$ cat config.mk
export PLATFORM = sky130hd
export DESIGN_NAME = fwd_source_pipe
export DESIGN_NICKNAME = d
export VERILOG_FILES = /design/src/rtl/mips_defs.sv /design/src/rtl/instr_class.sv /design/src/rtl/fwd_source_pipe.sv
export SDC_FILE = /design/constraint.sdc
export NUM_CORES = 1
export LEC_CHECK = 0
export CORE_ASPECT_RATIO = 2
export CORE_UTILIZATION = 42
export DETAILED_ROUTE_END_ITERATION = 10
export PLACE_DENSITY = 0.8
export SETUP_SLACK_MARGIN = 0.15
export SLEW_MARGIN = 20
export SYNTH_ARGS = -nofsm -noshare
export SYNTH_HDL_FRONTEND = slang
export SYNTH_HIERARCHICAL = 1
export SYNTH_SLANG_ARGS = --single-unit
export TNS_END_PERCENT = 1
$ cat constraint.sdc
create_clock -name clk -period 3.3 [get_ports clk]
set_clock_uncertainty 0.1 [all_clocks]
set_input_delay 0.66 -clock clk [delete_from_list [all_inputs] [get_ports clk]]
set_output_delay 0.66 -clock clk [all_outputs]
set_load 0.005 [all_outputs]
$ cat src/rtl/mips_defs.sv
// Shared MIPS decode constants and per-stage decode records for the forwarding pipe.
// Latency: none (constants, types and a pure helper function only).
// Backpressure: not applicable.
package mips_defs;

  localparam logic [5:0] OP_SPECIAL = 6'h00;
  localparam logic [5:0] OP_BEQ     = 6'h04;
  localparam logic [5:0] OP_JAL     = 6'h03;
  localparam logic [5:0] OP_ADDIU   = 6'h09;
  localparam logic [5:0] OP_ORI     = 6'h0d;
  localparam logic [5:0] OP_LUI     = 6'h0f;
  localparam logic [5:0] OP_LW      = 6'h23;
  localparam logic [5:0] OP_SW      = 6'h2b;

  localparam logic [5:0] F_ADDU = 6'h21;
  localparam logic [5:0] F_SUBU = 6'h23;
  localparam logic [5:0] F_JR   = 6'h08;

  // Instruction field positions (MSB/LSB).
  localparam int OP_HI    = 31;
  localparam int OP_LO    = 26;
  localparam int RS_HI    = 25;
  localparam int RS_LO    = 21;
  localparam int RT_HI    = 20;
  localparam int RT_LO    = 16;
  localparam int RD_HI    = 15;
  localparam int RD_LO    = 11;
  localparam int FUNCT_HI = 5;
  localparam int FUNCT_LO = 0;

  localparam logic [4:0] REG_RA = 5'd31;

  typedef struct packed {
    logic cal_r;
    logic cal_i;
    logic load;
    logic store;
    logic beq;
    logic jal;
    logic jr;
  } iclass_t;

  typedef struct packed {
    iclass_t    cls;
    logic [4:0] rs;
    logic [4:0] rt;
    logic [4:0] dst;    // 0 means the instruction writes nothing
    logic       rd_rs;  // rs is a real source operand
    logic       rd_rt;  // rt is a real source operand
  } idec_t;

  // A source register depends on a destination only when both are the same nonzero register.
  function automatic logic reg_hit(input logic [4:0] src, input logic [4:0] dst);
    return (src != 5'd0) && (src == dst);
  endfunction

endpackage

$ cat src/rtl/instr_class.sv
// Pure decode of one instruction into class flags, source registers and destination.
// Latency: combinational, zero cycles.
// Backpressure: none; output follows input every cycle.
module instr_class
  import mips_defs::*;
(
  input  logic [31:0] instr,
  output idec_t       dec
);

  logic [5:0] op;
  logic [5:0] funct;
  logic [4:0] rd;
  logic       unused_shamt_imm;

  assign op    = instr[OP_HI:OP_LO];
  assign funct = instr[FUNCT_HI:FUNCT_LO];
  assign rd    = instr[RD_HI:RD_LO];
  assign unused_shamt_imm = ^instr[10:6];

  // Classify the instruction, then derive which fields it reads and where it writes.
  always_comb begin
    dec           = '0;
    dec.rs        = instr[RS_HI:RS_LO];
    dec.rt        = instr[RT_HI:RT_LO];
    dec.cls.cal_r = (op == OP_SPECIAL) && ((funct == F_ADDU) || (funct == F_SUBU));
    dec.cls.jr    = (op == OP_SPECIAL) && (funct == F_JR);
    dec.cls.cal_i = (op == OP_ORI) || (op == OP_LUI) || (op == OP_ADDIU);
    dec.cls.load  = (op == OP_LW);
    dec.cls.store = (op == OP_SW);
    dec.cls.beq   = (op == OP_BEQ);
    dec.cls.jal   = (op == OP_JAL);

    dec.rd_rs = dec.cls.cal_r | dec.cls.cal_i | dec.cls.load | dec.cls.store
              | dec.cls.beq | dec.cls.jr;
    dec.rd_rt = dec.cls.cal_r | dec.cls.store | dec.cls.beq;

    if (dec.cls.cal_r)
      dec.dst = rd;
    else if (dec.cls.cal_i || dec.cls.load)
      dec.dst = dec.rt;
    else if (dec.cls.jal)
      dec.dst = REG_RA;
    else
      dec.dst = 5'd0;
  end

endmodule

$ cat src/rtl/fwd_source_pipe.sv
// Carries instructions and results through E/M/W, feeds forwarding sources, detects D-stage hazards.
// Latency: one cycle per stage; stall_D is combinational from instrD and the E/M registers.
// Backpressure: stall_D holds D externally and injects a nop bubble into E; M and W always advance.
module fwd_source_pipe
  import mips_defs::*;
#(
  parameter int STALL_CNT_W = 16
) (
  input  logic                   clk,
  input  logic                   rst_n,
  input  logic [31:0]            instrD,
  input  logic [31:0]            res_E,
  input  logic [31:0]            mem_rdata_M,
  output logic [31:0]            instrE,
  output logic [31:0]            instrM,
  output logic [31:0]            instrW,
  output logic [31:0]            fwd_data_M,
  output logic [31:0]            fwd_data_W,
  output logic                   stall_D,
  output logic                   we_W,
  output logic [4:0]             waddr_W,
  output logic [31:0]            wdata_W,
  output logic [STALL_CNT_W-1:0] stall_cnt
);

  idec_t dec_d, dec_e, dec_m, dec_w;
  logic  branch_d, alu_d;
  logic  hit_e, hit_m;
  logic  stall_a, stall_b, stall_c;
  logic  unused_dec;

  instr_class u_dec_d (.instr(instrD), .dec(dec_d));
  instr_class u_dec_e (.instr(instrE), .dec(dec_e));
  instr_class u_dec_m (.instr(instrM), .dec(dec_m));
  instr_class u_dec_w (.instr(instrW), .dec(dec_w));

  // Only the destination and load flag matter downstream of D.
  assign unused_dec = ^{dec_w.cls, dec_w.rs, dec_w.rt, dec_w.rd_rs, dec_w.rd_rt,
                        dec_m.rs, dec_m.rt, dec_m.rd_rs, dec_m.rd_rt,
                        dec_e.rs, dec_e.rt, dec_e.rd_rs, dec_e.rd_rt,
                        dec_d.dst, dec_d.cls.jal};

  assign branch_d = dec_d.cls.beq | dec_d.cls.jr;
  assign alu_d    = dec_d.cls.cal_r | dec_d.cls.cal_i | dec_d.cls.load | dec_d.cls.store;

  // Does any register D actually reads match the destination in E or in M?
  assign hit_e = (dec_d.rd_rs && reg_hit(dec_d.rs, dec_e.dst))
              || (dec_d.rd_rt && reg_hit(dec_d.rt, dec_e.dst));
  assign hit_m = (dec_d.rd_rs && reg_hit(dec_d.rs, dec_m.dst))
              || (dec_d.rd_rt && reg_hit(dec_d.rt, dec_m.dst));

  // Branches resolve in D, so they wait for any producer in E and for load data still in M.
  assign stall_a = branch_d & hit_e;
  assign stall_b = branch_d & dec_m.cls.load & hit_m;
  // ALU/memory ops can take anything from M/W, but not a load still in E.
  assign stall_c = alu_d & dec_e.cls.load & hit_e;
  assign stall_D = stall_a | stall_b | stall_c;

  assign we_W    = (dec_w.dst != 5'd0);
  assign waddr_W = dec_w.dst;
  assign wdata_W = fwd_data_W;

  // Advance the pipeline registers; a stall replaces the E entry with a nop.
  always_ff @(posedge clk or negedge rst_n) begin
    if (!rst_n) begin
      instrE     <= '0;
      instrM     <= '0;
      instrW     <= '0;
      fwd_data_M <= '0;
      fwd_data_W <= '0;
    end else begin
      instrE     <= stall_D ? 32'd0 : instrD;
      instrM     <= instrE;
      instrW     <= instrM;
      fwd_data_M <= res_E;
      fwd_data_W <= dec_m.cls.load ? mem_rdata_M : fwd_data_M;
    end
  end

  // Count stalled cycles, holding at all-ones instead of wrapping.
  always_ff @(posedge clk or negedge rst_n) begin
    if (!rst_n)
      stall_cnt <= '0;
    else if (stall_D && (stall_cnt != {STALL_CNT_W{1'b1}}))
      stall_cnt <= stall_cnt + {{(STALL_CNT_W-1){1'b0}}, 1'b1};
  end

endmodule

==> key figures <==
Global routing
  • GRT Util Overall: 25.31%
  • Vias in the first global route: 5706
  • Initial antenna violation count: 0
  • Grt ovf: 0
  • Pin count of the biggest net entering global routing: 66
  • Global-route wire length before repair: 31150 um

Run status
  • Failing checks: negative setup slack
  • Status: finished with violations

CTS
  • TritonCTS clock tree: built
  • Clock Sinks: 176
  • CTS clk-pin slew, worst paths: 0.07 ns
  • Worst-Skew Late Latency: 0.42 ns
  • CTS Buf Count: 17
  • Clock root cell: clkbuf_16
  • CTS HTree Levels: 4
  • Maximum buffer depth of the clock tree: 2
  • Cts-stage hold buffer count: 0

Die
  • I/O Pins: 313
  • Die width: 91.45 um
  • Core ar.: 15700 um2
  • Die Span Y: 180.9 um
  • Die area: 16540 um2
  • Site Rows: 65
  • Starting Density: 42.81%

Synthesis
  • Cells after Synth: 492
  • Syn Area/Cell: 13.66 um2
  • Warnings from Yosys: 6
  • Post-Syn Nets: 591
  • Mapped Area: 6720 um2

Routing
  • DR pass1 iterations: 4
  • Post-Route WL: 20290 um
  • WL/cell: 19.32 um
  • Post-DR vias/cell: 4.947
  • DRC: 0
  • DR vias: 5194
  • Antenna-violating nets left: 0
  • DR iter-0 viols: 106

Setup path
  • CP Launch Point: instrM[28]
  • Crit path launch type: flip-flop
  • Reg2reg setup slack: 0.09 ns
  • Critical Path End: stall_D
  • Cells on worst reg2reg path: 14
  • CP required: 2.54 ns
  • Worst R2R Start: instrM[28]
  • CP Class: flip-flop to output port
  • Worst Setup End Kind: output port
  • Largest fanout on the critical path: 6
  • Critical R2R Capture: stall_cnt[12]
  • Crit path arrival time: 2.75 ns

Layout
  • Multi-input logic area: 2247 um2
  • Nets@finish: 935
  • FILL cells: 1046
  • Layout cells sized above 1: 24.15%
  • FF+latch area: 4409 um2
  • Final Instance Count excl. Fillers: 1050
  • Area Overhead vs Synth: 66.77%
  • Antenna diodes: 0

Placement
  • Port bufs: 312
  • Dpl cells: 1014
  • Placer Congestion: 0.8887
  • Pre-CTS setup slack: -0.6952 ns
  • Post-DP HPWL: 15830 um

STA
  • Final Hold Violating Endpoints: 0
  • Max Slew Vio Count: 0
  • Slew @ Worst Pin: 0.6746 ns
  • Max Fclk: 284.5 MHz
  • Max-slew headroom: 54.83%
  • Final min period: 3.514 ns
  • Unrepaired setup endpoints after global routing: true
  • Endpoints failing setup: 1
  • Final cycle utilization of the critical path: 106.5%
  • PnR worst setup slack: -0.2144 ns

Hold path
  • Worst Hold Class: input port to asynchronous set/reset pin

Power
  • P_leak: 4.694 nW
  • Max IR drop VDD: 0.0003400 V
  • Pwr dens: 445.4 nW/um2

Job
  • MaxCap Viol Count: 0
registers in the layout (all words and copies together), names as in the netlist:
register,cells
fwd_data_M,32
fwd_data_W,32
instrE,32
instrM,32
instrW,32
stall_cnt,16
worst min path at each step:
stage                          start       endpoint  slack (ns)  cells past startpoint
after floorplan                rst_n  fwd_data_M[0]        0.26                      0
after global placement     instrE[6]      instrM[6]        0.26                      0
after detailed placement  instrE[25]     instrM[25]        0.26                      0
after CTS                      rst_n  stall_cnt[10]        0.12                      1
after global routing           rst_n     instrE[12]        0.16                      1
final                          rst_n   stall_cnt[9]        0.12                      1
stage by stage:
step | total power, mW | TNS, ns | utilization [%] | hold slack [ns] | area, um2
CTS | 5.030 | -0.2624 | 69.86 | 0.1214 | 10970
detailed placement | 2.982 | -8.964 | 65.00 | 0.2590 | 10200
global placement | 2.962 | -2.997 | 65.00 | 0.2593 | 10200
global route | 5.175 | -0.3470 | 71.40 | 0.1576 | 11210
finish | 4.991 | -0.2144 | 71.40 | 0.1153 | 11210
floorplan | 2.501 | 0 | - | 0.2644 | 6720
where the power goes:
group | total (mW) | switching (mW) | internal, mW
Clock | 2.04 | 0.877 | 1.16
Combinational | 0.618 | 0.213 | 0.405
Sequential | 2.33 | 0.0748 | 2.26
final cells by class:
class                           instances  share of cell area [%]
Clock buffer                           18                   3.919
Clock inverter                         14                   1.485
Inverter                                7                  0.2345
Multi-Input combinational cell        257                   20.05
Sequential cell                       176                   39.34
Tap cell                              201                   2.244
Timing Repair Buffer                  377                   32.72
layout by cell type (no fill, tap or decap), drive strengths merged, types with 4 or more instances in the layout:
cell           count
clkdlybuf4s50    309
dfrtp            176
buf               67
mux2              34
and2              33
nor3              25
nor2              24
xor2              21
clkbuf            18
o21ai             18
a21oi             16
nand2             15
inv               15
xnor2             13
nand4              7
nand3              6
nor2b              6
and3               5
nand2b             5
nor4               5
nand3b             4
and3b              4
a2111oi            4
what timing repair did:
item                       CTS  global route
setup endpoints to repair   22            22
pin swaps                   22            28
buffers inserted             2             2
gates resized for setup     36            46
worst max-delay path, stage by stage, from the launching register on:
cell      delay (ns)
dfrtp_1         0.41
nand3b_1        0.25
nor3_4          0.20
buf_6           0.18
o21ai_4         0.07
a21oi_4         0.20
xnor2_1         0.14
nand4_1         0.15
nor3_2          0.25
a41oi_2         0.06
o22a_2          0.29
inv_2           0.06
buf_6           0.08
routing by layer:
layer	track usage, %	wire, um	share of wire, %	vias to the layer above
met2	50.29	11840	58	257
li1	-	-	-	2316
met4	12.00	911	4.5	0
met3	5.598	1139	5.6	57
met1	23.32	6402	32	2564
met5	0	0	0	-
No activity file was read; power rests on OpenSTA's default activity.
